File: src/rtl/sfx_pkg.sv
`default_nettype none
// +----------------------------------------------------------------------+
// | sfx_pkg: shared types and default sizes for the sound-effect mixer.  |
// | Rev 1.0                                                              |
// +----------------------------------------------------------------------+
package sfx_pkg;

  localparam int c_N_REQ    = 4;
  localparam int c_SAMPLE_W = 24;
  localparam int c_DUR_W    = 16;

  localparam logic [c_SAMPLE_W-1:0] c_ZERO_SAMPLE = '0;

  typedef enum logic [1:0] {
    ST_IDLE    = 2'd0,
    ST_PLAY    = 2'd1,
    ST_RELEASE = 2'd2
  } sfx_state_t;

endpackage
`default_nettype wire

File: src/rtl/sfx_scheduler_if.sv
`default_nettype none
// +----------------------------------------------------------------------+
// | sfx_scheduler_if: requester/codec-side bundle of the scheduler.      |
// | Rev 1.0                                                              |
// +----------------------------------------------------------------------+
interface sfx_scheduler_if
  import sfx_pkg::*;
#(
  parameter int N_REQ    = c_N_REQ,
  parameter int SAMPLE_W = c_SAMPLE_W,
  parameter int DUR_W    = c_DUR_W
);

  logic [N_REQ-1:0]          req;
  logic [N_REQ*DUR_W-1:0]    req_dur;
  logic [N_REQ*SAMPLE_W-1:0] src_sample;
  logic [N_REQ-1:0]          ack;
  logic [N_REQ-1:0]          grant;
  logic                      gate;
  logic [SAMPLE_W-1:0]       out_sample;
  logic                      out_valid;
  logic                      busy;
  logic                      done;

  modport master (
    output req, req_dur, src_sample,
    input  ack, grant, gate, out_sample, out_valid, busy, done
  );

  modport slave (
    input  req, req_dur, src_sample,
    output ack, grant, gate, out_sample, out_valid, busy, done
  );

endinterface
`default_nettype wire

File: src/rtl/sfx_prio_pick.sv
`default_nettype none
// +----------------------------------------------------------------------+
// | sfx_prio_pick: combinational lowest-index-wins one-hot picker.       |
// | Rev 1.0                                                              |
// +----------------------------------------------------------------------+
module sfx_prio_pick #(
  parameter int N     = 4,
  parameter int IDX_W = 2
) (
  input  logic [N-1:0]     i_req,
  output logic [N-1:0]     o_onehot,
  output logic [IDX_W-1:0] o_idx,
  output logic             o_valid
);

  // Scan from the top so the lowest set index is the last (winning) write.
  always_comb begin
    o_onehot = '0;
    o_idx    = '0;
    o_valid  = 1'b0;
    for (int i = N - 1; i >= 0; i--) begin
      if (i_req[i]) begin
        o_onehot    = '0;
        o_onehot[i] = 1'b1;
        o_idx       = IDX_W'(i);
        o_valid     = 1'b1;
      end
    end
  end

endmodule
`default_nettype wire

File: src/rtl/sfx_scheduler.sv
`default_nettype none
// +----------------------------------------------------------------------+
// | sfx_scheduler: fixed-priority owner of the shared sample path, paced |
// | by sample_tick. Optional preemption under SFX_PREEMPT_EN.            |
// | Rev 1.0                                                              |
// +----------------------------------------------------------------------+
module sfx_scheduler
  import sfx_pkg::*;
#(
  parameter int N_REQ    = c_N_REQ,
  parameter int SAMPLE_W = c_SAMPLE_W,
  parameter int DUR_W    = c_DUR_W
) (
  input  logic           clk,
  input  logic           resetn,
  input  logic           sample_tick,
  sfx_scheduler_if.slave bus
);

  localparam int IDX_W = (N_REQ > 1) ? $clog2(N_REQ) : 1;
  localparam logic [SAMPLE_W-1:0] c_ZERO    = SAMPLE_W'(c_ZERO_SAMPLE);
  localparam logic [DUR_W-1:0]    c_DUR_ONE = DUR_W'(1);

  sfx_state_t          r_state;
  logic [DUR_W-1:0]    r_cnt;
  logic [IDX_W-1:0]    r_idx;
  logic [N_REQ-1:0]    r_grant;
  logic [N_REQ-1:0]    r_ack;
  logic                r_gate;
  logic                r_out_valid;
  logic                r_done;
  logic [SAMPLE_W-1:0] r_out_sample;

  logic [N_REQ-1:0]    w_idle_onehot;
  logic [IDX_W-1:0]    w_idle_idx;
  logic                w_idle_valid;
  logic [DUR_W-1:0]    w_idle_load;
  logic [SAMPLE_W-1:0] w_own_sample;

  logic [N_REQ-1:0]    w_pre_onehot;
  logic [IDX_W-1:0]    w_pre_idx;
  logic                w_pre_valid;
  logic [DUR_W-1:0]    w_pre_load;
  logic [SAMPLE_W-1:0] w_pre_sample;

  function automatic logic [DUR_W-1:0] f_load(input logic [DUR_W-1:0] dur);
    return (dur == '0) ? c_DUR_ONE : dur;
  endfunction

  sfx_prio_pick #(
    .N     (N_REQ),
    .IDX_W (IDX_W)
  ) u_pick_idle (
    .i_req    (bus.req),
    .o_onehot (w_idle_onehot),
    .o_idx    (w_idle_idx),
    .o_valid  (w_idle_valid)
  );

  assign w_idle_load  = f_load(bus.req_dur[int'(w_idle_idx)*DUR_W +: DUR_W]);
  assign w_own_sample = bus.src_sample[int'(r_idx)*SAMPLE_W +: SAMPLE_W];

`ifdef SFX_PREEMPT_EN
  logic [N_REQ-1:0] w_pre_req;

  // Grant minus one leaves exactly the indices that outrank the owner.
  assign w_pre_req = bus.req & (r_grant - N_REQ'(1));

  sfx_prio_pick #(
    .N     (N_REQ),
    .IDX_W (IDX_W)
  ) u_pick_pre (
    .i_req    (w_pre_req),
    .o_onehot (w_pre_onehot),
    .o_idx    (w_pre_idx),
    .o_valid  (w_pre_valid)
  );

  assign w_pre_load   = f_load(bus.req_dur[int'(w_pre_idx)*DUR_W +: DUR_W]);
  assign w_pre_sample = bus.src_sample[int'(w_pre_idx)*SAMPLE_W +: SAMPLE_W];
`else
  assign w_pre_onehot = '0;
  assign w_pre_idx    = '0;
  assign w_pre_valid  = 1'b0;
  assign w_pre_load   = c_DUR_ONE;
  assign w_pre_sample = c_ZERO;
`endif

  always_ff @(posedge clk or negedge resetn) begin
    if (!resetn) begin
      r_state      <= ST_IDLE;
      r_cnt        <= '0;
      r_idx        <= '0;
      r_grant      <= '0;
      r_ack        <= '0;
      r_gate       <= 1'b0;
      r_out_valid  <= 1'b0;
      r_done       <= 1'b0;
      r_out_sample <= c_ZERO;
    end else begin
      r_ack       <= '0;
      r_out_valid <= 1'b0;
      r_done      <= 1'b0;
      case (r_state)
        ST_IDLE: begin
          r_out_sample <= c_ZERO;
          if (w_idle_valid) begin
            r_state <= ST_PLAY;
            r_grant <= w_idle_onehot;
            r_ack   <= w_idle_onehot;
            r_idx   <= w_idle_idx;
            r_cnt   <= w_idle_load;
            r_gate  <= 1'b1;
          end
        end
        ST_PLAY: begin
          if (sample_tick) begin
            r_out_valid <= 1'b1;
            if (w_pre_valid) begin
              // The preempting effect's first sample goes out on this tick,
              // so it is already one sample into its duration.
              r_out_sample <= w_pre_sample;
              r_grant      <= w_pre_onehot;
              r_ack        <= w_pre_onehot;
              r_idx        <= w_pre_idx;
              r_done       <= 1'b1;
              r_cnt        <= w_pre_load - c_DUR_ONE;
              if (w_pre_load == c_DUR_ONE) begin
                r_state <= ST_RELEASE;
              end
            end else begin
              r_out_sample <= w_own_sample;
              r_cnt        <= r_cnt - c_DUR_ONE;
              if (r_cnt == c_DUR_ONE) begin
                r_state <= ST_RELEASE;
              end
            end
          end
        end
        ST_RELEASE: begin
          if (sample_tick) begin
            r_out_sample <= c_ZERO;
            r_out_valid  <= 1'b1;
            r_done       <= 1'b1;
            r_grant      <= '0;
            r_gate       <= 1'b0;
            r_state      <= ST_IDLE;
          end
        end
        default: begin
          r_state <= ST_IDLE;
        end
      endcase
    end
  end

  assign bus.ack        = r_ack;
  assign bus.grant      = r_grant;
  assign bus.gate       = r_gate;
  assign bus.out_sample = r_out_sample;
  assign bus.out_valid  = r_out_valid;
  assign bus.done       = r_done;
  assign bus.busy       = (r_state != ST_IDLE);

endmodule
`default_nettype wire
File: src/flat_wrapper.sv
// flat-port wrapper written by rule: the top's interface ports become plain ports
module sfx_scheduler_flat import sfx_pkg::*;
#(
  parameter int N_REQ    = c_N_REQ,
  parameter int SAMPLE_W = c_SAMPLE_W,
  parameter int DUR_W    = c_DUR_W
)
  (clk, resetn, sample_tick, bus_req, bus_req_dur, bus_src_sample, bus_ack, bus_grant, bus_gate, bus_out_sample, bus_out_valid, bus_busy, bus_done);
  sfx_scheduler_if #(.N_REQ(N_REQ), .SAMPLE_W(SAMPLE_W), .DUR_W(DUR_W)) bus_i ();
  input  logic clk;
  input  logic resetn;
  input  logic sample_tick;
  input wire logic [$bits(bus_i.req)-1:0] bus_req;
  input wire logic [$bits(bus_i.req_dur)-1:0] bus_req_dur;
  input wire logic [$bits(bus_i.src_sample)-1:0] bus_src_sample;
  output wire logic [$bits(bus_i.ack)-1:0] bus_ack;
  output wire logic [$bits(bus_i.grant)-1:0] bus_grant;
  output wire logic [$bits(bus_i.gate)-1:0] bus_gate;
  output wire logic [$bits(bus_i.out_sample)-1:0] bus_out_sample;
  output wire logic [$bits(bus_i.out_valid)-1:0] bus_out_valid;
  output wire logic [$bits(bus_i.busy)-1:0] bus_busy;
  output wire logic [$bits(bus_i.done)-1:0] bus_done;
  assign bus_i.req = bus_req;
  assign bus_i.req_dur = bus_req_dur;
  assign bus_i.src_sample = bus_src_sample;
  assign bus_ack = bus_i.ack;
  assign bus_grant = bus_i.grant;
  assign bus_gate = bus_i.gate;
  assign bus_out_sample = bus_i.out_sample;
  assign bus_out_valid = bus_i.out_valid;
  assign bus_busy = bus_i.busy;
  assign bus_done = bus_i.done;
  sfx_scheduler #(.N_REQ(N_REQ), .SAMPLE_W(SAMPLE_W), .DUR_W(DUR_W)) u_core (.clk(clk), .resetn(resetn), .sample_tick(sample_tick), .bus(bus_i));
endmodule
File: config.mk
export PLATFORM = sky130hd
export DESIGN_NAME = sfx_scheduler_flat
export DESIGN_NICKNAME = d
export VERILOG_FILES = /design/src/rtl/sfx_pkg.sv /design/src/rtl/sfx_scheduler_if.sv /design/src/rtl/sfx_prio_pick.sv /design/src/rtl/sfx_scheduler.sv /design/src/flat_wrapper.sv
export SDC_FILE = /design/constraint.sdc
export NUM_CORES = 1
export LEC_CHECK = 0
export CORE_UTILIZATION = 35
export DETAILED_ROUTE_END_ITERATION = 7
export PLACE_DENSITY = 0.77
export SETUP_SLACK_MARGIN = 0.2
export SKIP_LAST_GASP = 1
export SLEW_MARGIN = 20
export SYNTH_ARGS = -nofsm -noshare
export SYNTH_HDL_FRONTEND = slang
export SYNTH_HIERARCHICAL = 1
export SYNTH_SLANG_ARGS = --single-unit
File: constraint.sdc
create_clock -name clk -period 2.2 [get_ports clk]
set_clock_uncertainty 0.2 [all_clocks]
set_input_delay 0.44 -clock clk [delete_from_list [all_inputs] [get_ports clk]]
set_output_delay 0.44 -clock clk [all_outputs]
set_load 0.03 [all_outputs]
==> impl_metrics.csv, run 1 <==
group,metric,value,unit
critical_path,path_class,"in2reg",
global_routing,grt_max_degree,26,
sta,drv_slew,0,
synthesis,netlist_instances,309,
critical_path,end_kind,"register",
power_and_ir_drop,vdd_ir_drop_max,0.551,mV
critical_path,crit_family,"simple AND/OR/NAND/NOR gates",
synthesis,async_reset_ff_share,100,%
placement,dp_hpwl,9.61,mm
synthesis,synth-edff-count,0,
clocking,cts_buffers,5,
run,drv_cap,0,
critical_path,worstPathArrival,2380,ps
floorplan,pin_count,203,
sta,period_minus_slack,2360,ps
placement,post_dp_cell_area,5990,µm²
floorplan,die_w,104,µm
cells_and_area,instances_no_fill,675,
sta,hold_viol,0,
clocking,cts.clk_slew.worst_paths,100,ps
synthesis,ys_seq_area_share,37.9,%
synthesis,ys_warn_count,6,
sta,setup_viol,2,
sta,finalCritPeriodShare,107,%
global_routing,grt_pass1_vias,3911,
sta,fin_ws,-159,ps
power_and_ir_drop,p_sw,2.65,mW
critical_path,critPathMaxStageDelay,540,ps
floorplan,die-height,104,µm
global_routing,grt_overflow_total,0,
route,wl_per_cell,18.7,µm
route,first_pass_iters,5,
cells_and_area,antenna_cells,0,
critical_path,crit_fanout,8,
synthesis,synth_area_per_cell,11.7,µm²
route,route.vias.total,3718,
critical_path,critPathBufInv,3,
clocking,clockRootBuffer,"clkbuf_8",
cells_and_area,drive_gt1_share,22.3,%
placement,gp_congestion,0.868,
critical_path,path_cells,"buf_6 > nand2b_4 > a21oi_4 > buf_12 > buf_4 > mux4_2 > nor4_4 > nand4_1 > a221oi_2",
placement,dp.cells,653,
placement,preCtsSetupSlack,-872,ps
clocking,cts.sinks,55,
sta,rsz0062_at_grt,"yes",
global_routing,grt_usage,22.6,%
clocking,clock_latency,300,ps
power_and_ir_drop,p_int,3.47,mW
cells_and_area,fin_nets,714,
power_and_ir_drop,total_power,6.12,mW
power_and_ir_drop,sequentialPowerShare,27.2,%
synthesis,synth_seq_cells,55,
clocking,cts-htree-levels,2,
synthesis,synth_top_cell_area_share,37.9,%
floorplan,num_rows,36,
critical_path,cp.required,2220,ps
clocking,cts_buffer_depth,2,
cells_and_area,areaGrowthSynthToFinish,74.1,%
cells_and_area,fin_area,6320,µm²
sta,whs,305,ps
synthesis,synth_nets,482,
critical_path,start_kind,"input port",
route,drc,0,
synthesis,synth_cell_types,46,
sta,final.setup.tns,-167,ps
cells_and_area,utilization,63.8,%
synthesis,synth_area_leader_cell,"dfrtp_1",
sta,fmax,424,MHz
floorplan,fp.dieArea,10800,µm²
floorplan,start_util,36.6,%
power_and_ir_drop,p_leak,2.82,nW
critical_path,crit_slowest_cell,"mux4_2",
route,via_per_inst,5.51,
power_and_ir_drop,p_per_area,969,nW/µm²
synthesis,synth.area.top_cells,"dfrtp_1 38%, mux4_2 18%, mux4_1 8.0%",
outcome,violations,"negative setup slack",
outcome,status,"finished with violations",
clocking,cts_tree,"built",
synthesis,syn_area,3630,µm²
power_and_ir_drop,p_comb_share,64.0,%
sta,max_slew_margin,64.5,%
synthesis,yosysMostFrequentCell,"dfrtp_1",
power_and_ir_drop,swShare,43.3,%
route,detail_route.iter0.violations,173,
global_routing,antenna_found_initial,0,
floorplan,core,9910,µm²
route,postRouteAntennaNets,0,
route,routed_wl,12.6,mm
global_routing,grt_pass1_wl,19.4,mm
sta,worst_pin_slew,532,ps
placement,io_buffers,202,
synthesis,ys.flop_type,"dfrtp_1",
worst_hold_path,worstHoldPathType,"reg2reg",
power_and_ir_drop,p_clk_share,8.9,%
synthesis,synthTopCellsByCount,"55 x dfrtp_1, 29 x mux4_2, 27 x a22o_1",
==> worst paths after layout <==
path	start	end	slack (ps)	depth (start not counted)
max	bus_req[2]	u_core/r_cnt[0]$_DFFE_PN0P_	-160	9
min	u_core/bus.out_sample[6]$_DFFE_PN0P_	u_core/bus.out_sample[6]$_DFFE_PN0P_	310	1
max reg2reg	u_core/r_state[1]$_DFFE_PN0P_	u_core/bus.out_sample[3]$_DFFE_PN0P_	290	6
min reg2reg	u_core/bus.out_sample[6]$_DFFE_PN0P_	u_core/bus.out_sample[6]$_DFFE_PN0P_	310	1
max in group asynchronous	resetn	u_core/bus.out_sample[3]$_DFFE_PN0P_	810	3
min in group asynchronous	resetn	u_core/bus.ack[1]$_DFF_PN0_	440	2
==> area by class of cell <==
type	instances	area (µm²)
Timing Repair Buffer	248	2430
Tap cell	133	166
Fill cell	807	3590
Clock inverter	2	12.5
Clock buffer	6	72.6
Sequential cell	55	1380
Inverter	13	48.8
Multi-Input combinational cell	218	2210
==> power by group through the flow <==
| stage | Sequential (mW) | Clock (mW) | Combinational [mW] |
|---|---|---|---|
| floorplan | 1.97 | 0 | 1.98 |
| global placement | 1.66 | 0 | 3.68 |
| detailed placement | 1.68 | 0 | 3.73 |
| CTS | 1.65 | 0.571 | 3.74 |
| global route | 1.71 | 0.609 | 4.18 |
| finish | 1.66 | 0.543 | 3.92 |
==> metal layers <==
layer  part of all wire [%]  wire length, µm  track usage (%)
met1                     38             4760             25.5
met4                    1.1              142             4.18
met3                    8.0             1010             5.29
met5                      0                0                0
met2                     53             6690             43.2
==> placed cells by master (no fill, tap or decap), types with 5 or more instances in the layout <==
master,instances
clkbuf_8,5
dlygate4sd2_1,16
mux4_2,34
dfrtp_1,55
nand2_1,23
nor2_1,11
dlymetal6s2s_1,14
o21ai_1,10
inv_1,9
clkdlybuf4s50_1,166
buf_4,38
a21oi_1,21
and3_1,7
nor4_2,5
a22o_1,27
o22ai_1,6
mux4_1,6
==> cells by family (layout without fill, tap and decap cells) <==
| group | count (synthesis) | after routing | synth area share, % |
|---|---|---|---|
| DFF | 55 | 55 | 37.9 |
| buffers and inverters | 37 | 269 | 4.66 |
| adders and majority gates | 6 | 6 | 2.07 |
| muxes | 45 | 45 | 27.4 |
| AOI/OAI and AO/OA | 86 | 86 | 16.3 |
| and+or+nand+nor | 80 | 81 | 11.6 |
==> flip-flops by register name (all words and copies together) (netlist names) <==
name                   flops
u_core/bus.out_sample     24
u_core/r_cnt              16
u_core/bus.ack             4
u_core/bus.grant           4
u_core/r_idx               2
u_core/r_state             2
u_core/bus.done            1
u_core/bus.gate            1
u_core/bus.out_valid       1
==> timing repair <==
| action | 4_1_cts | 5_1_grt |
|---|---|---|
| setup endpoints to repair | 57 | 52 |
| buffers inserted | 8 | 4 |
| pin swaps | 5 | 5 |
| gates cloned | 0 | 1 |
| hold endpoints to repair | 21 | 0 |
| hold buffers | 1 | 0 |
| resized for setup | 55 | 34 |
==> worst reg2reg max path, cell delays in order (launching register included) <==
cell	delay (ps)
dfrtp_1	410
inv_1	150
ha_4	190
nor2_1	50
o21bai_2	290
buf_4	340
a22o_1	210
(Power assumes the default switching activity.)
==> inputs of run 2 (changes only) <==
- TNS_END_PERCENT: unset -> 50
==> impl_metrics.csv, run 2 (synthesis results as in run 1) <==
group,metric,value,unit
route,postRouteAntennaNets,0,
critical_path,cp.required,2220,ps
cells_and_area,fin_nets,709,
floorplan,num_rows,36,
cells_and_area,largest_reg_flops,24,
floorplan,start_util,36.6,%
cells_and_area,final_common_cell,"clkdlybuf4s50_1",
global_routing,grt_overflow_total,0,
route,route.vias.total,3609,
route,m1WireLength,4.53,mm
critical_path,crit_start,"bus_req[2]",
power_and_ir_drop,total_power,6.25,mW
route,dr.max_layer_used,"met4",
critical_path,end_kind,"register",
clocking,cts_buffer_depth,2,
placement,post_dp_cell_area,6010,µm²
cells_and_area,nFillCells,807,
global_routing,antenna_found_initial,0,
sta,setup_viol,1,
outcome,violations,"negative setup slack",
critical_path,rr_endpoint,"u_core/r_cnt[15]$_DFFE_PN0P_",
cells_and_area,fin_area,6330,µm²
floorplan,die_w,104,µm
critical_path,reg2reg_depth,8,
power_and_ir_drop,vdd_ir_drop_max,0.437,mV
sta,fin_ws,-101,ps
global_routing,grt_pass1_vias,3748,
sta,finalCritPeriodShare,105,%
clocking,cts.sinks,55,
global_routing,grt_usage,22.3,%
critical_path,r2r_start,"u_core/r_state[1]$_DFFE_PN0P_",
critical_path,path_class,"in2reg",
route,routed_wl,12.0,mm
critical_path,setup.worst_path.end,"u_core/r_cnt[0]$_DFFE_PN0P_",
clocking,cts_tree,"built",
run,drv_cap,0,
power_and_ir_drop,p_per_area,988,nW/µm²
clocking,cts-htree-levels,2,
worst_hold_path,worstHoldPathCells,1,
sta,worst_pin_slew,614,ps
route,met3WireLength,864,µm
route,wl_per_cell,18.0,µm
clocking,clockRootBuffer,"clkbuf_8",
floorplan,core,9910,µm²
sta,whs,306,ps
sta,final.setup.tns,-101,ps
critical_path,worstPathArrival,2320,ps
sta,period_minus_slack,2300,ps
route,drc,0,
cells_and_area,drive_gt1_share,21.6,%
critical_path,start_kind,"input port",
route,detail_route.iter0.violations,155,
critical_path,r2r_slack,210,ps
floorplan,fp.dieArea,10800,µm²
route,first_pass_iters,4,
sta,fmax,435,MHz
sta,drv_slew,0,
sta,max_slew_margin,59.0,%
cells_and_area,areaGrowthSynthToFinish,74.5,%
sta,rsz0062_at_grt,"yes",
floorplan,die-height,104,µm
cells_and_area,antenna_cells,0,
clocking,cts.clk_slew.worst_paths,100,ps
critical_path,crit_fanout,8,
cells_and_area,mostFrequentLayoutCells,"182 x clkdlybuf4s50_1, 55 x dfrtp_1, 38 x mux4_2",
cells_and_area,utilization,63.9,%
global_routing,grt_pass1_wl,18.9,mm
power_and_ir_drop,p_leak,2.76,nW
sta,hold_viol,0,
placement,dp_hpwl,9.35,mm
placement,io_buffers,202,
placement,gp_congestion,0.908,
floorplan,pin_count,203,
outcome,status,"finished with violations",
worst_hold_path,worstHoldPathType,"reg2reg",
global_routing,grt_max_degree,32,
route,dr_wl_met2,6.39,mm
clocking,cts_buffers,5,
route,via_per_inst,5.39,
clocking,clock_latency,300,ps
==> run 2: changes by cell type in the layout (fill, tap and decap cells not counted), moves of 3 or more <==
| cell | previous run | this run |
|---|---|---|
| clkdlybuf4s50_1 | 166 | 182 |
| dlygate4sd2_1 | 16 | 0 |
| buf_4 | 38 | 31 |
| mux4_1 | 6 | 2 |
| mux4_2 | 34 | 38 |
| nor2_1 | 11 | 14 |
| nor2_2 | 3 | 0 |
==> run 2: layer usage <==
layer  GRT usage [%]  up-vias
li1                -     1664
met1            25.5     1742
met2            41.7      182
met3            4.47       21
met4            6.33        0
met5               0        -
==> run 2: layout make-up <==
type,instances,area [µm²],share of cell area (%)
repair buffers,244,2460,38.9
clock buffers,6,82.6,1.30
inverters,13,48.8,0.771
flip-flops and latches,55,1380,21.7
clock inverters,2,38.8,0.613
multi-input cells,217,2160,34.1
well taps,133,166,2.63
==> run 2: worst min path at each step <==
stage,startpoint,end,slack [ps]
after floorplan,resetn,u_core/bus.ack[0]$_DFF_PN0_,-60
after global placement,resetn,u_core/bus.out_sample[15]$_DFFE_PN0P_,280
after detailed placement,resetn,u_core/bus.out_sample[17]$_DFFE_PN0P_,280
after CTS,u_core/bus.out_sample[11]$_DFFE_PN0P_,u_core/bus.out_sample[11]$_DFFE_PN0P_,320
after global routing,u_core/bus.out_sample[15]$_DFFE_PN0P_,u_core/bus.out_sample[15]$_DFFE_PN0P_,330
final,u_core/bus.out_sample[13]$_DFFE_PN0P_,u_core/bus.out_sample[13]$_DFFE_PN0P_,310
==> run 2: worst max-delay path, cell delays in order <==
cell and delay, ps:
buf_6 90, nand2b_4 140, a21oi_4 190, buf_12 140, buf_16 130, mux4_2 550
nor4_4 250, nand4_1 140, a221oi_2 250
==> run 2: where the power goes <==
| group | total (mW) | internal [mW] | switching [mW] |
|---|---|---|---|
| sequential | 1.71 | 1.38 | 0.326 |
| clock | 0.704 | 0.375 | 0.329 |
| combinational | 3.84 | 1.92 | 1.93 |
| total | 6.25 | 3.67 | 2.58 |
==> run 2: through the flow <==
step	std cells	setup WS, ps
3_3_place_gp	652	-826
3_5_place_dp	652	-895
4_1_cts	668	-136
5_1_grt	670	-214
2_1_floorplan	309	-174
6_report	670	-101
==> run 2: timing repair <==
action | 4_1_cts | 5_1_grt
gates resized for setup | 41 | 26
pin swaps | 4 | 6
buffers inserted | 6 | 2
endpoints found under the setup margin | 61 | 45
gates cloned | 1 | 0
hold endpoints to repair | 24 | 0
hold buffers | 1 | 0
==> RTL change (config.mk and constraints of run 1) <==
Re-encode `sfx_state_t` (3 states) as one-hot, 3 bits wide.
--- a/src/rtl/sfx_pkg.sv
+++ b/src/rtl/sfx_pkg.sv
@@ -11,10 +11,10 @@
 
   localparam logic [c_SAMPLE_W-1:0] c_ZERO_SAMPLE = '0;
 
-  typedef enum logic [1:0] {
-    ST_IDLE    = 2'd0,
-    ST_PLAY    = 2'd1,
-    ST_RELEASE = 2'd2
+  typedef enum logic [2:0] {
+    ST_IDLE    = 3'b001,
+    ST_PLAY    = 3'b010,
+    ST_RELEASE = 3'b100
   } sfx_state_t;
 
 endpackage
Check against the original RTL: same outputs for any inputs over 4 cycles, from zero or initial values and one cycle with resetn low; so few cycles prove little.
==> RTL change against run 1 <==
Power up 5.3%. Routed wire length down 3.2%. Area after synthesis down 2.8%. Highest routed layer unchanged. Worst setup slack worse by 80 ps. The flow still finishes with violations (setup timing). First-iteration DRC count up 0.58%. Largest power group unchanged. Cell area about the same. Sequential cell count up 1.
==> RTL change: results (changes against run 1) <==
[metrics] run status: finished with violations
[metrics] violated checks: setup timing
[metrics] global-route wire length before repair: 17950 um (-7.5%)
[metrics] count of final setup violators: 1 (-1)
[metrics] Final Net Count: 691 (-3.2%)
[metrics] synth top area cells: dfrtp_1 39%, mux4_2 19%, mux4_1 8.2%, a22o_1 6.0%, o21ai_0 2.0%
[metrics] combinational cell power: 3.93 mW (about the same)
[metrics] first drt pass iteration count: 4 (-1)
[metrics] post-synthesis mux area share: 27.34% (-0.073 points)
[metrics] Syn Area/Cell: 12.47 sq um (+6.2%)
[metrics] smallest setup slack after layout: -238.7 ps (-79.99 ps)
[metrics] post-detailed-routing wire length: 12200 um (-3.2%)
[metrics] Arr. time, crit path: 2450 ps (+70 ps)
[metrics] vias per inst: 5.448 (-1.1%)
[metrics] leakage power: 2.835 nW (+0.43%)
[metrics] via count of the first global-routing pass: 3557 (-9.1%)
[metrics] post-detailed-placement cell area: 5932 sq um (-1.0%)
[metrics] placer congestion estimate: 0.8767 (+1.0%)
[metrics] Worst Hold Margin: 278.4 ps (-27.02 ps)
[metrics] Worst R2R Setup Slack: 120 ps (-170 ps)
[metrics] clock group power: 0.733 mW (+35%)
[metrics] Synth top cells by count: 55 x dfrtp_1, 29 x mux4_2, 24 x a22o_1
[metrics] Worst Hold Path EP: u_core/bus.grant[0]$_DFFE_PN0P_
[metrics] Critical R2R Launch: u_core/r_cnt[0]$_DFFE_PN0P_
[metrics] number of library cell types mapped by synthesis: 47 (+2.2%)
[metrics] HPWL after DPL: 8988 um (-6.5%)
-- RTL change: stage by stage --
step	worst slack (ps)	utilization [%]
after detailed placement	-882.2	60.69
after floorplan	-152.7	-
after CTS	-122.3	63.13
after global placement	-836.8	60.69
after global routing	-273.5	64.58
final	-238.7	64.58
-- RTL change: layer usage --
metal  vias to the layer above  wire length (um)  global-route usage, %
met5                         -                 0                      0
met4                         0               108                  5.275
met3                         8               848                  3.215
met2                       180              6461                  39.55
met1                      1776              4777                  29.46
li1                       1610                 -                      -
-- RTL change: logic make-up (layout without fill, tap and decap cells) --
family	after synthesis	in the layout
AO/OA/AOI/OAI	77	77
adder cells (fa/ha/maj)	2	2
buffers and inverters	27	266
flip-flops	56	56
multiplexers	42	42
AND/OR/NAND/NOR	79	80
-- RTL change: final cells by class --
cell class	count	area, sq um
repair buffers	252	2481
multi-input cells	201	2113
well taps	133	166.4
clock buffers	7	96.34
clock inverters	1	30.03
flip-flops and latches	56	1403
fillers	841	3462
inverters	6	22.52
